`config.mk`:
```
export PLATFORM = sky130hd
export DESIGN_NAME = if_else_sel_pipe_flat
export DESIGN_NICKNAME = d
export VERILOG_FILES = /design/src/rtl/if_else_sel_pipe_if.sv /design/src/rtl/if_else_sel_pipe.sv /design/src/flat_wrapper.sv
export SDC_FILE = /design/constraint.sdc
export NUM_CORES = 1
export LEC_CHECK = 0
export CELL_PAD_IN_SITES_DETAIL_PLACEMENT = 1
export CELL_PAD_IN_SITES_GLOBAL_PLACEMENT = 1
export CORE_UTILIZATION = 40
export CTS_CLUSTER_SIZE = 14
export DETAILED_ROUTE_END_ITERATION = 12
export MAX_ROUTING_LAYER = met4
export PLACE_DENSITY = 0.88
export SLEW_MARGIN = 15
export SYNTH_ARGS = -nofsm -noshare
export SYNTH_HDL_FRONTEND = slang
export SYNTH_SLANG_ARGS = --single-unit
```
`constraint.sdc`:
```
create_clock -name clk -period 22.2 [get_ports clk]
set_clock_uncertainty 0.15 [all_clocks]
set_input_delay 6.66 -clock clk [delete_from_list [all_inputs] [get_ports clk]]
set_output_delay 6.66 -clock clk [all_outputs]
set_load 0.02 [all_outputs]
```
`src/rtl/if_else_sel_pipe_if.sv`:
```
// Handshake and data bundle between the branch generators, the select pipe
// and the downstream segment consumer.
interface if_else_sel_pipe_if #(
   parameter int WIDTH    = 32,
   parameter int CHANNELS = 4,
   parameter int CNT_W    = 16
);
   logic                      in_valid;
   logic                      in_ready;
   logic [31:0]               input_bit;
   logic [1:0]                cond_mode;
   logic [4:0]                cond_sel;
   logic [31:0]               cond_thresh;
   logic [CHANNELS*WIDTH-1:0] if_data;
   logic [CHANNELS*WIDTH-1:0] else_data;
   logic                      out_valid;
   logic                      out_ready;
   logic [CHANNELS*WIDTH-1:0] combine_data;
   logic [CHANNELS-1:0]       out_cond;
   logic                      clear_cnt;
   logic [CNT_W-1:0]          if_count;
   logic [CNT_W-1:0]          else_count;

   modport master (
      output in_valid, input_bit, cond_mode, cond_sel, cond_thresh,
             if_data, else_data, out_ready, clear_cnt,
      input  in_ready, out_valid, combine_data, out_cond, if_count, else_count
   );

   modport slave (
      input  in_valid, input_bit, cond_mode, cond_sel, cond_thresh,
             if_data, else_data, out_ready, clear_cnt,
      output in_ready, out_valid, combine_data, out_cond, if_count, else_count
   );
endinterface

```
`src/rtl/if_else_sel_pipe.sv`:
```
// Per-channel if/else select with four condition modes, an elastic pipeline
// of PIPE stages and saturating counters of branch selections.
module if_else_sel_pipe #(
   parameter int WIDTH    = 32,
   parameter int CHANNELS = 4,
   parameter int PIPE     = 2,
   parameter int CNT_W    = 16
) (
   input logic               clk,
   input logic               reset,
   if_else_sel_pipe_if.slave bus
);
   localparam int DW    = CHANNELS * WIDTH;
   localparam int PC_W  = $clog2(CHANNELS + 1);
   localparam int SUM_W = ((CNT_W > PC_W) ? CNT_W : PC_W) + 1;
   localparam logic [CNT_W-1:0] CNT_MAX = '1;

   function automatic logic [CHANNELS-1:0] f_cond(
      input logic [31:0] bits,
      input logic [1:0]  mode,
      input logic [4:0]  sel,
      input logic [31:0] thr
   );
      logic [CHANNELS-1:0] res;
      logic [4:0]          idx;
      res = '0;
      for (int c = 0; c < CHANNELS; c++) begin
         // 5-bit add wraps the bit index past 31 back to 0
         idx = sel + 5'(c);
         case (mode)
            2'b00:   res[c] = bits[idx];
            2'b01:   res[c] = |bits;
            2'b10:   res[c] = (bits >= thr);
            default: res[c] = ~bits[idx];
         endcase
      end
      return res;
   endfunction

   function automatic logic [PC_W-1:0] f_popcount(input logic [CHANNELS-1:0] v);
      logic [PC_W-1:0] n;
      n = '0;
      for (int c = 0; c < CHANNELS; c++) n = n + PC_W'(v[c]);
      return n;
   endfunction

   function automatic logic [CNT_W-1:0] f_sat_add(
      input logic [CNT_W-1:0] a,
      input logic [PC_W-1:0]  b
   );
      logic [SUM_W-1:0] s;
      s = SUM_W'(a) + SUM_W'(b);
      if (s > SUM_W'(CNT_MAX)) return CNT_MAX;
      return s[CNT_W-1:0];
   endfunction

   logic [CHANNELS-1:0] w_cond;
   logic [DW-1:0]       w_sel_data;
   logic                w_acc;
   logic                w_xfer;
   logic [PC_W-1:0]     w_pop;
   logic [PIPE-1:0]     w_ld;
   logic [PIPE-1:0]     w_src_vld;
   logic [DW-1:0]       w_src_data [PIPE];
   logic [CHANNELS-1:0] w_src_cond [PIPE];

   logic [PIPE-1:0]     r_vld_p;
   logic [DW-1:0]       r_data_p [PIPE];
   logic [CHANNELS-1:0] r_cond_p [PIPE];
   logic [CNT_W-1:0]    r_if_cnt;
   logic [CNT_W-1:0]    r_else_cnt;

   always_comb begin
      w_cond     = f_cond(bus.input_bit, bus.cond_mode, bus.cond_sel, bus.cond_thresh);
      w_sel_data = '0;
      for (int c = 0; c < CHANNELS; c++) begin
         w_sel_data[c*WIDTH +: WIDTH] = w_cond[c] ? bus.if_data[c*WIDTH +: WIDTH]
                                                  : bus.else_data[c*WIDTH +: WIDTH];
      end
   end

   // A stage may load if any stage at or after it is empty, or the output drains
   always_comb begin
      logic v_run;
      v_run = bus.out_ready;
      w_ld  = '0;
      for (int i = PIPE - 1; i >= 0; i--) begin
         v_run   = v_run || !r_vld_p[i];
         w_ld[i] = v_run;
      end
   end

   assign bus.in_ready = w_ld[0] && !reset;
   assign w_acc        = bus.in_valid && bus.in_ready;

   always_comb begin
      w_src_vld[0]  = w_acc;
      w_src_data[0] = w_sel_data;
      w_src_cond[0] = w_cond;
      for (int i = 1; i < PIPE; i++) begin
         w_src_vld[i]  = r_vld_p[i-1];
         w_src_data[i] = r_data_p[i-1];
         w_src_cond[i] = r_cond_p[i-1];
      end
   end

   // ---- pipeline stages p0 .. p(PIPE-1) ----
   always_ff @(posedge clk) begin
      if (reset) begin
         r_vld_p <= '0;
         for (int i = 0; i < PIPE; i++) begin
            r_data_p[i] <= '0;
            r_cond_p[i] <= '0;
         end
      end else begin
         for (int i = 0; i < PIPE; i++) begin
            if (w_ld[i]) begin
               r_vld_p[i] <= w_src_vld[i];
               // Payload only moves with a real beat so a drained output holds its last word
               if (w_src_vld[i]) begin
                  r_data_p[i] <= w_src_data[i];
                  r_cond_p[i] <= w_src_cond[i];
               end
            end
         end
      end
   end

   // ---- output stage / selection counters ----
   assign w_xfer = r_vld_p[PIPE-1] && bus.out_ready;
   assign w_pop  = f_popcount(r_cond_p[PIPE-1]);

   always_ff @(posedge clk) begin
      if (reset) begin
         r_if_cnt   <= '0;
         r_else_cnt <= '0;
      end else if (bus.clear_cnt) begin
         r_if_cnt   <= '0;
         r_else_cnt <= '0;
      end else if (w_xfer) begin
         r_if_cnt   <= f_sat_add(r_if_cnt, w_pop);
         r_else_cnt <= f_sat_add(r_else_cnt, PC_W'(CHANNELS) - w_pop);
      end
   end

   assign bus.out_valid    = r_vld_p[PIPE-1];
   assign bus.combine_data = r_data_p[PIPE-1];
   assign bus.out_cond     = r_cond_p[PIPE-1];
   assign bus.if_count     = r_if_cnt;
   assign bus.else_count   = r_else_cnt;
endmodule
```
`src/flat_wrapper.sv`:
```
// flat-port wrapper written by rule: the top's interface ports become plain ports
module if_else_sel_pipe_flat 
#(
   parameter int WIDTH    = 32,
   parameter int CHANNELS = 4,
   parameter int PIPE     = 2,
   parameter int CNT_W    = 16
)
  (clk, reset, bus_in_valid, bus_input_bit, bus_cond_mode, bus_cond_sel, bus_cond_thresh, bus_if_data, bus_else_data, bus_out_ready, bus_clear_cnt, bus_in_ready, bus_out_valid, bus_combine_data, bus_out_cond, bus_if_count, bus_else_count);
  if_else_sel_pipe_if #(.WIDTH(WIDTH), .CHANNELS(CHANNELS), .CNT_W(CNT_W)) bus_i ();
  input logic clk;
  input logic reset;
  input wire logic [$bits(bus_i.in_valid)-1:0] bus_in_valid;
  input wire logic [$bits(bus_i.input_bit)-1:0] bus_input_bit;
  input wire logic [$bits(bus_i.cond_mode)-1:0] bus_cond_mode;
  input wire logic [$bits(bus_i.cond_sel)-1:0] bus_cond_sel;
  input wire logic [$bits(bus_i.cond_thresh)-1:0] bus_cond_thresh;
  input wire logic [$bits(bus_i.if_data)-1:0] bus_if_data;
  input wire logic [$bits(bus_i.else_data)-1:0] bus_else_data;
  input wire logic [$bits(bus_i.out_ready)-1:0] bus_out_ready;
  input wire logic [$bits(bus_i.clear_cnt)-1:0] bus_clear_cnt;
  output wire logic [$bits(bus_i.in_ready)-1:0] bus_in_ready;
  output wire logic [$bits(bus_i.out_valid)-1:0] bus_out_valid;
  output wire logic [$bits(bus_i.combine_data)-1:0] bus_combine_data;
  output wire logic [$bits(bus_i.out_cond)-1:0] bus_out_cond;
  output wire logic [$bits(bus_i.if_count)-1:0] bus_if_count;
  output wire logic [$bits(bus_i.else_count)-1:0] bus_else_count;
  assign bus_i.in_valid = bus_in_valid;
  assign bus_i.input_bit = bus_input_bit;
  assign bus_i.cond_mode = bus_cond_mode;
  assign bus_i.cond_sel = bus_cond_sel;
  assign bus_i.cond_thresh = bus_cond_thresh;
  assign bus_i.if_data = bus_if_data;
  assign bus_i.else_data = bus_else_data;
  assign bus_i.out_ready = bus_out_ready;
  assign bus_i.clear_cnt = bus_clear_cnt;
  assign bus_in_ready = bus_i.in_ready;
  assign bus_out_valid = bus_i.out_valid;
  assign bus_combine_data = bus_i.combine_data;
  assign bus_out_cond = bus_i.out_cond;
  assign bus_if_count = bus_i.if_count;
  assign bus_else_count = bus_i.else_count;
  if_else_sel_pipe #(.WIDTH(WIDTH), .CHANNELS(CHANNELS), .PIPE(PIPE), .CNT_W(CNT_W)) u_core (.clk(clk), .reset(reset), .bus(bus_i));
endmodule
```
# Word level (Yosys, flattened, before mapping)
# Memory sizes are Yosys's and may differ from the RTL's.
# Cells that the tools add are included.
dict set report op_classes {
  add_sub_neg 9
  n_lt_le_gt_ge 7
  eq_ne 2
  muxes 42
  bitwise_logic 8
  reduce_logical 11
}
# operator n
set ops {}
lappend ops {{2-to-1 mux 128 bit} 2}
lappend ops {{2-to-1 mux 32 bit} 4}
lappend ops {{2-to-1 mux 16 bit} 4}
lappend ops {{adder 16 x 3 -> 17 bit} 2}
lappend ops {{greater-than comparator 17 x 16 -> 1 bit (second input constant)} 2}
lappend ops {{>= comparator 32 bit} 1}
lappend ops {{OR reduction 32 bit} 1}
lappend ops {{< comparator 5 x 6 -> 1 bit (second input constant)} 4}
lappend ops {{2-to-1 mux 1 bit} 22}
lappend ops {{binary-select mux 1 bit (select 5 bit)} 4}
lappend ops {{case mux 1 bit (3 select lines)} 4}
lappend ops {{adder 5 x 2 -> 5 bit (second input constant)} 2}
lappend ops {{2-to-1 mux 4 bit} 2}
lappend ops {{adder 3 x 1 -> 3 bit} 2}
lappend ops {{adder 5 x 1 -> 5 bit (second input constant)} 1}
lappend ops {{NOT 1 bit} 4}
lappend ops {{bitwise OR 1 bit} 4}
lappend ops {{logical AND 1 bit} 3}
lappend ops {{logical NOT 1 bit} 3}
lappend ops {{subtractor 3 bit (first input constant)} 1}
lappend ops {{adder 1 x 1 -> 2 bit} 1}
lappend ops {{== test 2 x 1 -> 1 bit (second input constant)} 1}
lappend ops {{== test 2 bit (second input constant)} 1}
lappend ops {{logical NOT 2 bit} 1}
lappend ops {{2 further kinds} 3}
dict set report word_totals {
  register_bits 34
  mem_bits_rw 264
  input_bits 332
  output_inout_bits 166
  elab_cells 85
  mem_count 2
}
# name depth word_bits rd rd_ports_with_merged_regs wr line_no
set memory_table {}
lappend memory_table {u_core.r_data_p 2 128 2 0 2 if_else_sel_pipe.sv:68} ;# logic [DW-1:0] r_data_p [PIPE];
lappend memory_table {u_core.r_cond_p 2 4 2 0 2 if_else_sel_pipe.sv:69} ;# logic [CHANNELS-1:0] r_cond_p [PIPE];

# Depth between registers and ports, before layout
# Gate-level depths: netlist of run 1.
# An unclocked memory read counts as a cell.
dict set report logic_depth {
  depth_word 12
  depth_mapped 15
  ltp_nobuf 14
}

# Worst setup path before layout of run 1
# Ideal clock, no wire load.
dict set report synth_timing {
  path_kind {input to output}
  startpoint {input port bus_out_ready}
  endpoint {output port bus_in_ready}
  arrival_time_ps 7155
  required_time_ps 15390
  setup_slack_ps 8235
  path_stages 2
  path_buffers 0
  cell_sequence {nor2b_1 a21oi_1}
}
dict set report synth_via {
  elab_chain_len 3
}
# element line_no
set synth_rtl {}
lappend synth_rtl {{from (decl)} flat_wrapper.sv:20} ;# input wire logic [$bits(bus_i.out_ready)-1:0] bus_out_ready;
lappend synth_rtl {{logical OR 1 bit (2 in series)} if_else_sel_pipe.sv:88} ;# v_run = v_run || !r_vld_p[i];
lappend synth_rtl {{logical AND 1 bit} if_else_sel_pipe.sv:93} ;# assign bus.in_ready = w_ld[0] && !reset;
lappend synth_rtl {{to (decl)} flat_wrapper.sv:22} ;# output wire logic [$bits(bus_i.in_ready)-1:0] bus_in_ready;
# No other way between the ends.

# Worst setup path after layout of run 1
# Same ends and word-level chain as after synthesis.

==> flow_summary.toml, run 1 <==
[outcome]
status = "finished clean"

[placed_design]
hpwl_microns = 37300
io_buffers = 497
gp_congestion = 0.898
place_inst = 2170

[synthesis]
ys_async_sr_fraction_pct = 0
synth_cells = 1347
synth_edf_count = 264
synthFlopType = "edfxtp_1"
ys_warn_count = 0
netlist_area_sq_mm = 0.0159
synth.avg_cell_area_sq_um = 11.8
syn_nets = 1727
synth_cell_types = 52
seq_area_frac_synth_pct = 54.0
ys_seq_elements = 298

[route]
num_vias = 11600
wl_per_cell_microns = 22.4
met1_length_microns = 18800
firstDrtPassIters = 5
drc = 0
viasPerCell = 5.18
wl_met3_microns = 2790
routed_wirelength_microns = 50200
dr.first_iter.drc_count = 657
ant_nets = 0
met2_length_microns = 26600
top_layer = "met4"

[timing]
fmax_mhz = 65.9
period_share_pct = 68.3
worstMarginPinSlew_ps = 1120
hold_violations = 0
finalWorstPathRequiredPeriod_ps = 15170
setup_viol = 0
slew_headroom_pct = 25.4
tns_ps = 0
rsz0062_at_grt = "false"
drv_slew = 0

[floorplanning]
die_x_microns = 202
die_y_microns = 202
fp-row-count = 72
core_area_sq_mm = 0.0390
start_util_pct = 40.9
die-area_sq_mm = 0.0407
io_pins = 498

[clock_network]
htreeDepth = 2
clk_pin_slew_ps = 60
cts_tree = "yes"
clockRootBuffer = "clkbuf_16"
hold_buffers = 0
cts_buffer_depth = 3
clock_latency_ps = 510
postCtsSetupBuffers = 0
cts_resized = 0
clkSinkCount = 298
cts_inserted_buffers = 34

[setup_path]
cp.arrival_ps = 8360
endpoint_kind = "output pin"
critical_path_class = "in2out"
start_kind = "input pin"
cp_max_fo = 5
required_ps = 15390

[grt]
grt_util_all_layers_pct = 24.9
grt_pass1_vias = 12700
grt_first_pass_wirelength_microns = 74500
grt_max_degree = 95
grt_overflow = 0
antenna_found_initial = 13

[layout]
seqCellArea_sq_mm = 0.00861
nFillCells = 4016
multi_input_area_sq_mm = 0.00588
final_cell_mix = "clkdlybuf4s50_1 (497), edfxtp_1 (264), nand2_1 (225)"
syn2layout_area_growth_pct = 34.8
fin_nets = 2068
layout-drive-gt1-share_pct = 6.37
final_common_cell = "clkdlybuf4s50_1"
fin_cells = 2243

[power]
peakVddDrop_uv = 43.3
power_density_mw_per_mm2 = 71.7
p_leak_nw = 8.25

[run]
cap_viol_max_count = 0

[worst_hold_path]
hp-class = "reg2reg"
-- worst max-delay path, cell delays in order --
cell             delay, ps
clkdlybuf4s50_1        520
nor2b_1                130
a21oi_1                340
clkdlybuf4s50_1        700
-- layer usage --
layer / up-vias / GRT usage [%]
met1: 5717 / 26.7
met5: - / -
li1: 5343 / -
met2: 461 / 44.5
met3: 102 / 4.45
met4: 0 / 11.4
-- cell usage after synthesis, types with 13 or more instances --
library cell / n / area, sq um
mux4_2: 36 / 811
mux2i_1: 102 / 1020
a21oi_1: 41 / 205
and2_1: 135 / 845
ha_1: 45 / 563
xor2_1: 13 / 114
buf_4: 135 / 1010
nand2_1: 225 / 845
clkbuf_1: 50 / 188
inv_1: 45 / 169
nor2_1: 28 / 105
edfxtp_1: 264 / 7930
o21ai_0: 22 / 110
nor3_1: 15 / 75.1
dfxtp_1: 34 / 681
a22o_1: 33 / 289
-- state kept, by name (all words and copies together), names as in the netlist --
signal                 flops
u_core.r_data_p          256
u_core.bus.else_count     16
u_core.bus.if_count       16
u_core.r_cond_p            8
u_core.r_vld_p             2
-- final cells by class --
class,instances,share of cell area [%]
sequential,298,40.0
timing repair buffer,509,23.6
clock inverter,12,0.634
multi-input combinational,800,27.3
inverter,45,0.786
tap,518,3.01
antenna,13,0.151
clock buffer,48,4.49
-- where the power goes --
| group | total [W] | internal, W | switching, W |
|---|---|---|---|
| Sequential | 0.000683 | 0.000668 | 0.0000146 |
| Clock | 0.000561 | 0.000339 | 0.000223 |
| Combinational | 0.000298 | 0.000148 | 0.000150 |
-- worst paths after layout --
kind | from | endpoint | slack, ps | depth (start not counted)
worst min register to register | u_core.r_data_p[0][11]$_SDFFCE_PN0P_ | u_core.r_data_p[0][139]$_SDFFCE_PN0P_ | 360 | 1
worst min-delay path | u_core.r_data_p[0][11]$_SDFFCE_PN0P_ | u_core.r_data_p[0][139]$_SDFFCE_PN0P_ | 360 | 1
worst max register to register | u_core.r_cond_p[0][4]$_SDFFCE_PN0P_ | u_core.bus.if_count[1]$_SDFFE_PP0P_ | 18190 | 13
worst max-delay path | bus_out_ready | bus_in_ready | 7030 | 4
-- through the flow --
stage                     total power (W)  worst slack [ps]  util (%)  area, sq um  hold WS (ps)
after global routing              0.00160              6940      55.1        21500           382
final                             0.00154              7030      55.1        21500           364
after global placement           0.000978              7150      52.2        20400           338
after CTS                         0.00156              7060      55.0        21500           371
after detailed placement         0.000993              7060      52.2        20400           357
after floorplan                  0.000871              8230         -        15900           347
-- cells by family after synthesis --
logic type	Yosys count	synth area share, %
AOI/OAI and AO/OA	127	5.45
buffers and inverters	249	9.47
xor gates and xnor gates	19	1.04
muxes	142	11.9
DFF	298	54.0
adders and majority gates	48	3.91
and+or+nand+nor	464	14.2
No activity file was read; power rests on OpenSTA's default activity.
==> run 2, diff against run 1 <==
--- a/config.mk
+++ b/config.mk
@@ -7,11 +7,11 @@
 export LEC_CHECK = 0
 export CELL_PAD_IN_SITES_DETAIL_PLACEMENT = 1
 export CELL_PAD_IN_SITES_GLOBAL_PLACEMENT = 1
-export CORE_UTILIZATION = 40
+export CORE_UTILIZATION = 37
 export CTS_CLUSTER_SIZE = 14
 export DETAILED_ROUTE_END_ITERATION = 12
 export MAX_ROUTING_LAYER = met4
-export PLACE_DENSITY = 0.88
+export PLACE_DENSITY = 0.83
 export SLEW_MARGIN = 15
 export SYNTH_ARGS = -nofsm -noshare
 export SYNTH_HDL_FRONTEND = slang
==> constraint.sdc (replaced) <==
create_clock -name clk -period 14.05 [get_ports clk]
set_clock_uncertainty 0.15 [all_clocks]
set_input_delay 4.215 -clock clk [delete_from_list [all_inputs] [get_ports clk]]
set_output_delay 4.215 -clock clk [all_outputs]
set_load 0.02 [all_outputs]
==> flow_summary.toml, run 2 (synthesized netlist as in run 1, its figures left out) <==
[outcome]
status = "finished clean"

[placed_design]
hpwl_microns = 35100
gp_congestion = 0.905
io_buffers = 497

[layout]
largest_reg_flops = 256
layout-drive-gt1-share_pct = 6.53
syn2layout_area_growth_pct = 35.2
final_common_cell = "clkdlybuf4s50_1"
final_cell_mix = "clkdlybuf4s50_1 (497), edfxtp_1 (264), nand2_1 (225)"
final_util_pct = 51.0
nFillCells = 4384
fin_nets = 2070
top_register = "u_core.r_data_p"

[power]
p_leak_nw = 8.27
total_power_w = 0.00245
seqPwrFrac_pct = 44.1
p_int_w = 0.00182
peakVddDrop_uv = 77.1
power_switching_share_pct = 25.5
power_density_mw_per_mm2 = 113
switchingPower_w = 0.000624
p_clk_share_pct = 36.8
combPwrFrac_pct = 19.1

[worst_hold_path]
hp-class = "reg2reg"

[timing]
worstMarginPinSlew_ps = 1060
finalWorstPathRequiredPeriod_ps = 10210
hold_violations = 0
tns_ps = 0
fmax_mhz = 98.0
rsz0062_at_grt = "false"
slew_headroom_pct = 29.3
setup_viol = 0
period_share_pct = 72.7
drv_slew = 0

[clock_network]
hold_buffers = 0
clkSinkCount = 298
cts_resized = 0
cts_inserted_buffers = 36
postCtsSetupBuffers = 0
clk_pin_slew_ps = 60
cts_buffer_depth = 3
cts_tree = "yes"
htreeDepth = 2
clock_latency_ps = 540
clockRootBuffer = "clkbuf_16"

[floorplanning]
fp-row-count = 75
core_area_sq_mm = 0.0422
die_x_microns = 210
die-area_sq_mm = 0.0439
start_util_pct = 37.8
die_y_microns = 210
io_pins = 498

[grt]
antenna_found_initial = 3
grt_max_degree = 239
grt_pass1_vias = 12100
grt_util_all_layers_pct = 22.2
grt_overflow = 0
grt_first_pass_wirelength_microns = 71700

[setup_path]
path_delay_family = "buffers and inverters"
cpMostUsedCell = "clkdlybuf4s50_1"
cp_max_fo = 7
path_buf_inv = 2
critical_path_class = "in2out"
required_ps = 9680
start_kind = "input pin"
endpoint_kind = "output pin"
cp.arrival_ps = 5840
worstPathCellList = "clkdlybuf4s50_1, a21oi_1, clkdlybuf4s50_1"
cpPeakStageDelay_ps = 700
cpMaxStageDelayCell = "clkdlybuf4s50_1"

[route]
dr.first_iter.drc_count = 705
ant_nets = 0
drc = 0
viasPerCell = 5.10
firstDrtPassIters = 5
wl_per_cell_microns = 21.7
routed_wirelength_microns = 49000
num_vias = 11500

[run]
cap_viol_max_count = 0
## run 2: cell types whose count changed in the layout (fill, tap and decap cells not counted), sizes merged
cell and delta:
inv -2, bufinv -2, clkbuf +5, diode -10, clkinv +3
## run 2: power groups by stage
stage	clock network, W	logic (W)	registers, W
after floorplan	0	0.000284	0.00109
after global placement	0	0.000455	0.00109
after detailed placement	0	0.000468	0.00110
after CTS	0.000920	0.000472	0.00108
after global routing	0.000951	0.000500	0.00108
final	0.000899	0.000468	0.00108
## run 2: final timing paths
kind | startpoint | end | slack, ps | cells after the start
worst max-delay path | reset | bus_in_ready | 3840 | 3
worst min-delay path | u_core.r_data_p[0][25]$_SDFFCE_PN0P_ | u_core.r_data_p[0][153]$_SDFFCE_PN0P_ | 360 | 1
worst max register to register | u_core.r_cond_p[0][4]$_SDFFCE_PN0P_ | u_core.bus.if_count[6]$_SDFFE_PP0P_ | 10160 | 13
worst min register to register | u_core.r_data_p[0][25]$_SDFFCE_PN0P_ | u_core.r_data_p[0][153]$_SDFFCE_PN0P_ | 360 | 1
## run 2: cell type report
type	instances	area, sq um	share of cell area [%]
clock buffer	53	1040	4.81
multi-input combinational	800	5880	27.3
tap	539	674	3.13
clock inverter	11	86.3	0.401
inverter	45	169	0.784
antenna	3	7.51	0.0348
timing repair buffer	509	5100	23.6
sequential	298	8610	39.9
## run 2: metrics by stage
step | cells | setup WS (ps) | hold WS, ps | cell area, sq um
after floorplan | 1347 | 2880 | 347 | 15900
after global routing | 2258 | 3740 | 370 | 21600
final | 2258 | 3840 | 359 | 21600
after detailed placement | 2190 | 3840 | 352 | 20400
after CTS | 2254 | 3840 | 363 | 21500
after global placement | 2190 | 3890 | 337 | 20400
## run 2: worst register-to-register path: cells and delay by family (launching register included)
family,cells,cell delay (ps)
AO/OA/AOI/OAI,2,540
adder cells (fa/ha/maj),4,1300
buffers and inverters,3,230
flip-flops,1,390
AND/OR/NAND/NOR,4,1190
## run 2: metal layers
metal | vias up | track usage (%) | wire length, microns
met5 | - | - | 0
met4 | 0 | 10.3 | 1930
met3 | 106 | 5.51 | 3400
met2 | 451 | 38.3 | 25100
met1 | 5628 | 24.1 | 18600
li1 | 5338 | - | -
